$ cat config.mk
export PLATFORM = sky130hd
export DESIGN_NAME = hsst2ad_fifo_rd_stream
export DESIGN_NICKNAME = d
export VERILOG_FILES = /design/src/rtl/hsst2ad_fifo_rd_stream.sv
export SDC_FILE = /design/constraint.sdc
export NUM_CORES = 1
export LEC_CHECK = 0
export ABC_AREA = 1
export BUFFER_PORTS_ARGS = -buffer_cell sky130_fd_sc_hd__buf_4
export CORE_MARGIN = 2
export CORE_UTILIZATION = 35
export DETAILED_ROUTE_END_ITERATION = 6
export REMOVE_ABC_BUFFERS = 1
export SKIP_LAST_GASP = 1
export SLEW_MARGIN = 20
export SYNTH_ARGS = -nofsm -noshare
export SYNTH_HDL_FRONTEND = slang
export SYNTH_SLANG_ARGS = --single-unit
$ cat constraint.sdc
create_clock -name rd_clk -period 7.05 [get_ports rd_clk]
set_input_delay 1.41 -clock rd_clk [delete_from_list [all_inputs] [get_ports rd_clk]]
set_output_delay 1.41 -clock rd_clk [all_outputs]
set_load 0.02 [all_outputs]
$ cat src/rtl/hsst2ad_fifo_rd_stream.sv
// hsst2ad_fifo_rd_stream
//   Read-side drain engine for the HSST-to-AD clock-crossing FIFO. Issues
//   FIFO reads against a credit made up of local buffer occupancy plus reads
//   still travelling through the FIFO read latency, then captures landed
//   words into a small circular buffer. The buffer head is presented as a
//   valid/ready stream, which gives first-word-fall-through behaviour at
//   full throughput with no loss under backpressure.
//
// Ports
//   rd_clk, rd_rst       FIFO read clock, async active-high reset
//   drain_en             permit new FIFO reads
//   fifo_rd_en           FIFO read enable
//   fifo_rd_oce          FIFO output-register enable
//   fifo_rd_data         FIFO read data
//   fifo_rd_empty        FIFO empty flag
//   m_data/m_valid/m_ready  output stream
//   buf_level            occupied buffer entries
//   word_cnt             accepted stream transfers (wraps)
module hsst2ad_fifo_rd_stream #(
  parameter int DATA_WIDTH = 32,
  parameter int RD_LATENCY = 1,
  parameter int BUF_DEPTH  = 4
) (
  input  logic                         rd_clk,
  input  logic                         rd_rst,
  input  logic                         drain_en,
  output logic                         fifo_rd_en,
  output logic                         fifo_rd_oce,
  input  logic [DATA_WIDTH-1:0]        fifo_rd_data,
  input  logic                         fifo_rd_empty,
  output logic [DATA_WIDTH-1:0]        m_data,
  output logic                         m_valid,
  input  logic                         m_ready,
  output logic [$clog2(BUF_DEPTH):0]   buf_level,
  output logic [31:0]                  word_cnt
);

  localparam int AW = $clog2(BUF_DEPTH);
  localparam int CW = AW + 2;

  logic [RD_LATENCY-1:0] vld_pipe;
  logic [AW-1:0]         wr_ptr, rd_ptr;
  logic [DATA_WIDTH-1:0] mem [BUF_DEPTH];
  logic [CW-1:0]         inflight, credit_used;
  logic                  land, pop;

  // Reads issued but not yet landed.
  always_comb begin
    inflight = '0;
    for (int i = 0; i < RD_LATENCY; i++) inflight = inflight + CW'(vld_pipe[i]);
  end

  // Credit ignores a same-cycle pop: costs at most one bubble after a stall,
  // but keeps rd_en free of any path from m_ready.
  assign credit_used = CW'(buf_level) + inflight;
  assign fifo_rd_en  = ~rd_rst & drain_en & ~fifo_rd_empty &
                       (credit_used < CW'(BUF_DEPTH));

  assign land    = vld_pipe[RD_LATENCY-1];
  assign m_valid = (buf_level != '0);
  assign pop     = m_valid & m_ready;
  assign m_data  = mem[rd_ptr];

  generate
    if (RD_LATENCY == 1) begin : g_lat1
      assign fifo_rd_oce = 1'b1;
      always_ff @(posedge rd_clk or posedge rd_rst) begin
        if (rd_rst) vld_pipe <= '0;
        else        vld_pipe <= fifo_rd_en;
      end
    end else begin : g_latn
      // Output register advances only when a read occupies the first stage.
      assign fifo_rd_oce = vld_pipe[0];
      always_ff @(posedge rd_clk or posedge rd_rst) begin
        if (rd_rst) vld_pipe <= '0;
        else        vld_pipe <= {vld_pipe[RD_LATENCY-2:0], fifo_rd_en};
      end
    end
  endgenerate

  // Buffer, pointers, level and transfer count. Contents are cleared on reset
  // so m_data reads 0 while idle after reset.
  always_ff @(posedge rd_clk or posedge rd_rst) begin
    if (rd_rst) begin
      for (int i = 0; i < BUF_DEPTH; i++) mem[i] <= '0;
      wr_ptr    <= '0;
      rd_ptr    <= '0;
      buf_level <= '0;
      word_cnt  <= '0;
    end else begin
      if (land) begin
        mem[wr_ptr] <= fifo_rd_data;
        wr_ptr      <= wr_ptr + 1'b1;
      end
      if (pop) begin
        rd_ptr   <= rd_ptr + 1'b1;
        word_cnt <= word_cnt + 32'd1;
      end
      case ({land, pop})
        2'b10:   buf_level <= buf_level + 1'b1;
        2'b01:   buf_level <= buf_level - 1'b1;
        default: buf_level <= buf_level;
      endcase
    end
  end

endmodule

; ---- Word level (Yosys, flattened, before mapping)
; Cells that the tools add are included.
; W data, S select, Z words.
[totals]
out_inout_bits = 70
in_bits = 37
register_bits = 168
wordCells = 39
[classes]
n_eq_ne = 2
bitwise_logic = 8
addsub = 6
n_reduce_logical = 3
n_mux = 7
order_cmp = 4
[op_table]
columns = op, count
row1 = $bwmux W128, 1
row2 = $mux W32, 3
row3 = $bmux W32 S2, 1
row4 = $demux W32 S2, 1
row5 = $add A32 B1 Y32 const B, 1
row6 = $ge A3 B3 Y1 const B, 2
row7 = $not A2 Y3, 2
row8 = $pmux W3 S2, 1
row9 = $add A2 B1 Y2 const B, 2
row10 = $add A3 B1 Y4, 1
row11 = $and A1 B1 Y1, 4
row12 = $lt A4 B3 Y1 const B, 1
row13 = $add A3 B1 Y3 const B, 1
row14 = $lt A3 B1 Y1 const B, 1
row15 = $reduce_bool A3 Y1, 1
row16 = $sub A3 B1 Y3 const B, 1
row17 = $eq A2 B1 Y1 const B, 1
row18 = $eq A2 B2 Y1 const B, 1
row19 = $not A1 Y1, 2
row20 = $reduce_bool A2 Y1, 1
row21 = $logic_and A1 B1 Y1, 1

; ---- Depth between registers and ports, before layout
[depth]
ltp_word = 6
ltp_mapped = 10
depth_no_buf = 10

; ---- Least setup slack after synthesis
; No wires, ideal clock.
[synth_timing]
path_kind = input to output
startpoint = input port rd_rst
endpoint = output port fifo_rd_en
t_arrival_ps = 1962
setup_slack_ps = 3678
required_time_ps = 5640
n_path_buf = 0
stages = 3
path_cell_list = nor2_1 nand3_1 a31oi_1
[synth_via]
elab_chain_cells = 4
[synth_lines]
columns = item, line_no
row1 = "start, declared", 25  ; input logic rd_rst,
row2 = $not A1 Y1, 56  ; assign fifo_rd_en = ~rd_rst & drain_en & ~fifo_rd_empty &
row3 = $and A1 B1 Y1 (3 in a row), 56
row4 = "end, declared", 27  ; output logic fifo_rd_en,
; No other way between the ends.

; ---- Worst setup path in the final report
[layout_timing]
startpoint = register rd_ptr[0]
endpoint = output port m_data[24]
[layout_via]
elab_chain_cells = 4
[layout_lines]
columns = item, line_no
row1 = "start, declared", 42  ; logic [AW-1:0] wr_ptr, rd_ptr;
row2 = "start signal, assigned", 96  ; rd_ptr <= rd_ptr + 1'b1;
row3 = $not A2 Y3 (not written as such), 62  ; assign m_data = mem[rd_ptr];
row4 = $bmux W32 S2, 62
row5 = $mux W32 (not written as such) (2 in a row), 62
row6 = "end, declared", 31  ; output logic [DATA_WIDTH-1:0] m_data,
; No other way between the ends. The select of a mux whose other input is x is not followed.

==> results.py <==
metrics = {
    "run_status": {
        "outcome": "complete, no violations",
    },
    "worst_setup_path": {
        "number_of_cells_traversed_by_the_worst_register_to_register_path": 10,
        "crit_required_ps": 5640,
        "endpoint_kind": "output port",
        "crit-reg2reg-capture": "buf_level[2]",
        "critical_path_peak_fanout": 65,
        "critical_path.cell_chain": "clkinv_2 > o21ai_0 > o22ai_1 > buf_4",
        "critPathBufInv": 2,
        "critical-path-top-delay-family": "buffers and inverters",
        "critical_path.reg2reg.startpoint": "buf_level[0]",
        "cp_slowest_cell": "sky130_fd_sc_hd__clkinv_2",
        "r2r_setup_slack_ps": 4990,
        "cp.arrival_ps": 2280,
        "cpPeakStageDelay_ps": 610,
        "timing_worst_setup_path_type": "reg -> out",
        "worstSetupStartpointType": "register",
        "crit_path_start": "rd_ptr[0]",
    },
    "placed_design": {
        "place.detailed.hpwl_um": 11100,
        "numPlacedInstances": 1248,
        "place_ws_ps": 3560,
        "gp_congestion": 0.818,
        "port_buffers": 105,
        "dpl_cell_area_mm2": 0.00863,
    },
    "logic_synthesis": {
        "post_synth.cell_area_avg_um2": 8.45,
        "synthDominantAreaCellType": "sky130_fd_sc_hd__dfrtp_1",
        "synthTopCellsByArea": "sky130_fd_sc_hd__dfrtp_1 55%, sky130_fd_sc_hd__o21ai_0 13%, sky130_fd_sc_hd__nand2_1 11%",
        "synth.ff_latch_count": 168,
        "synth_top_area_share_pct": 54.9,
        "synthCells": 905,
        "synth_area_mm2": 0.00765,
        "ys_seq_area_share_pct": 54.9,
        "synth.distinct_cells": 28,
        "ys_warn_count": 0,
    },
    "power": {
        "ir_drop_mv": 0.224,
        "power_density_mw_per_mm2": 447,
        "power.leakage_nw": 4.51,
        "report.power.total_mw": 4.13,
    },
    "timing": {
        "report.final.slew_viol_count": 0,
        "layout_setup_ws_ps": 3360,
        "setup_violations": 0,
        "hold_viol": 0,
        "fmaxAchievable_mhz": 271,
        "skew_ps": 5.23,
        "fin_setup_tns_ps": 0,
        "post-route-min-period_ps": 3690,
        "max_slew_margin_pct": 42.8,
        "timing.final.crit_share_pct": 52.3,
        "worst_slew_pin_slew_ps": 858,
        "hold-worst-slack_ps": 479,
        "grt_setup_unrepaired": "false",
    },
    "finish": {
        "stdcell_count": 1279,
        "antenna-diode-count": 0,
        "postLayoutCellArea_mm2": 0.00925,
        "synth_to_layout_area_growth_pct": 20.9,
        "postLayoutCoreUtil_pct": 42.8,
        "drive_above_1_share_pct": 16.2,
        "nNetsFinal": 1031,
    },
    "hold_path": {
        "hold_end": "mem[94]",
        "worstHoldPathType": "reg -> reg",
        "worst_hold_startpoint": "mem[94]",
        "worstHoldPathCells": 2,
    },
    "floorplan": {
        "start_util_pct": 35.4,
        "chipHeight_um": 152,
        "floorplan.core_area_mm2": 0.0216,
        "ioPinCount": 107,
        "dieArea_mm2": 0.0231,
        "chip_width_um": 152,
        "placementRows": 54,
    },
    "route": {
        "first_pass_iters": 4,
        "mean_routed_wirelength_per_cell_um": 14.1,
        "final_antenna_net_count": 0,
        "viasPerCell": 4.83,
        "num_vias": 6182,
        "first_iter_violations": 356,
        "route.detailed.drc": 0,
        "postRouteWirelength_um": 18000,
    },
    "run": {
        "maxCapViolations": 0,
    },
    "clock_tree": {
        "cts-root-to-sink-buffers": 2,
        "tritoncts": "built",
        "clk_latency_worst_skew_pair_ps": 420,
        "cts-hold-fix-buffers": 0,
        "cts.repair.resized": 0,
        "clock_sinks": 168,
        "htree_num_levels": 4,
        "clk_transition_reported_paths_ps": 60,
        "numCtsBuffers": 17,
        "cts_setup_buffers": 0,
        "clk_root_buffer_cell": "sky130_fd_sc_hd__clkbuf_16",
    },
    "global_route": {
        "grt_usage_pct": 16.0,
        "grt_start_max_net_pins": 79,
        "grt_pass1_wl_um": 30500,
        "grt_antenna_before_repair": 0,
        "grt.overflow.total": 0,
        "first_global_vias": 6055,
    },
}
tightest hold or removal path, delay by kind of cell, from the launching register on:
kind | cells | cell delay, ps
simple gates | 1 | 50
flops | 1 | 340
compound gates | 1 | 60
cell type report:
type | count | area, µm²
Clock buffer | 20 | 457
Clock inverter | 11 | 148
Fill cell | 2204 | 12400
Inverter | 68 | 262
Multi-Input combinational cell | 621 | 2990
Sequential cell | 168 | 4210
Tap cell | 280 | 350
Timing Repair Buffer | 111 | 837
kinds of logic after synthesis:
kind of cell | after synthesis | share of synthesized area (%)
flip-flops | 168 | 54.9
other | 1 | 0.0490
XOR/XNOR | 19 | 2.17
adder cells (fa/ha/maj) | 7 | 1.24
AND/OR/NAND/NOR | 365 | 19.8
buffers and inverters | 116 | 6.23
AO/OA/AOI/OAI | 229 | 15.5
power by group:
group	total [mW]	leakage, nW	internal [mW]	switching (mW)
sequential	1.60	1.93	1.37	0.226
clock	0.950	0.285	0.574	0.376
combinational	1.58	2.29	0.622	0.960
total	4.13	4.51	2.57	1.56
sequential cells by signal, indices dropped and copies added, names as in the netlist:
signal,flops
mem,128
word_cnt,32
buf_level,3
rd_ptr,2
wr_ptr,2
land,1
cell usage after synthesis:
cell / number
sky130_fd_sc_hd__fa_1: 1
sky130_fd_sc_hd__inv_2: 1
sky130_fd_sc_hd__xnor2_1: 3
sky130_fd_sc_hd__dfrtp_1: 168
sky130_fd_sc_hd__nor2_4: 2
sky130_fd_sc_hd__buf_2: 18
sky130_fd_sc_hd__buf_6: 2
sky130_fd_sc_hd__ha_1: 6
sky130_fd_sc_hd__nor2_1: 97
sky130_fd_sc_hd__a31oi_1: 1
sky130_fd_sc_hd__nor2_2: 7
sky130_fd_sc_hd__and2_1: 2
sky130_fd_sc_hd__buf_4: 1
sky130_fd_sc_hd__nand3_1: 13
sky130_fd_sc_hd__nand3b_1: 11
sky130_fd_sc_hd__nand2_4: 1
sky130_fd_sc_hd__clkbuf_1: 27
sky130_fd_sc_hd__nand2_2: 1
sky130_fd_sc_hd__nand2_1: 219
sky130_fd_sc_hd__nand4_1: 10
sky130_fd_sc_hd__inv_1: 67
sky130_fd_sc_hd__nand2_8: 1
sky130_fd_sc_hd__conb_1: 1
sky130_fd_sc_hd__o21ai_0: 195
sky130_fd_sc_hd__a21oi_1: 1
sky130_fd_sc_hd__o22ai_1: 32
sky130_fd_sc_hd__nor3_1: 1
sky130_fd_sc_hd__xor2_1: 16
routing by layer:
| metal | vias to the layer above | track usage [%] | wire [µm] |
|---|---|---|---|
| li1 | 3107 | - | - |
| met1 | 2932 | 21.6 | 8500 |
| met2 | 128 | 25.6 | 8330 |
| met3 | 15 | 4.28 | 904 |
| met4 | 0 | 4.49 | 248 |
| met5 | - | 0 | 0 |
worst max path at each step:
stage,endpoint,slack [ps],depth (start not counted)
after floorplan,buf_level[0],1090,1
after global placement,fifo_rd_en,3550,5
after detailed placement,fifo_rd_en,3560,5
after CTS,m_data[24],3210,4
after global routing,m_data[27],3140,4
final,m_data[24],3360,4
layout by cell type (no fill, tap or decap), drive strengths merged:
cell type  instances
nor3               1
buf              111
o22ai             32
a21oi              1
xnor2              3
inv               68
a31oi              1
nand3b            11
and2               2
clkinv             4
clkbuf            20
conb               1
o21ai            195
nand3             13
clkinvlp           4
bufinv             3
ha                 6
nand4             10
fa                 1
nand2            222
dfrtp            168
xor2              16
nor2             106
Power figures use the tool's default switching activity.
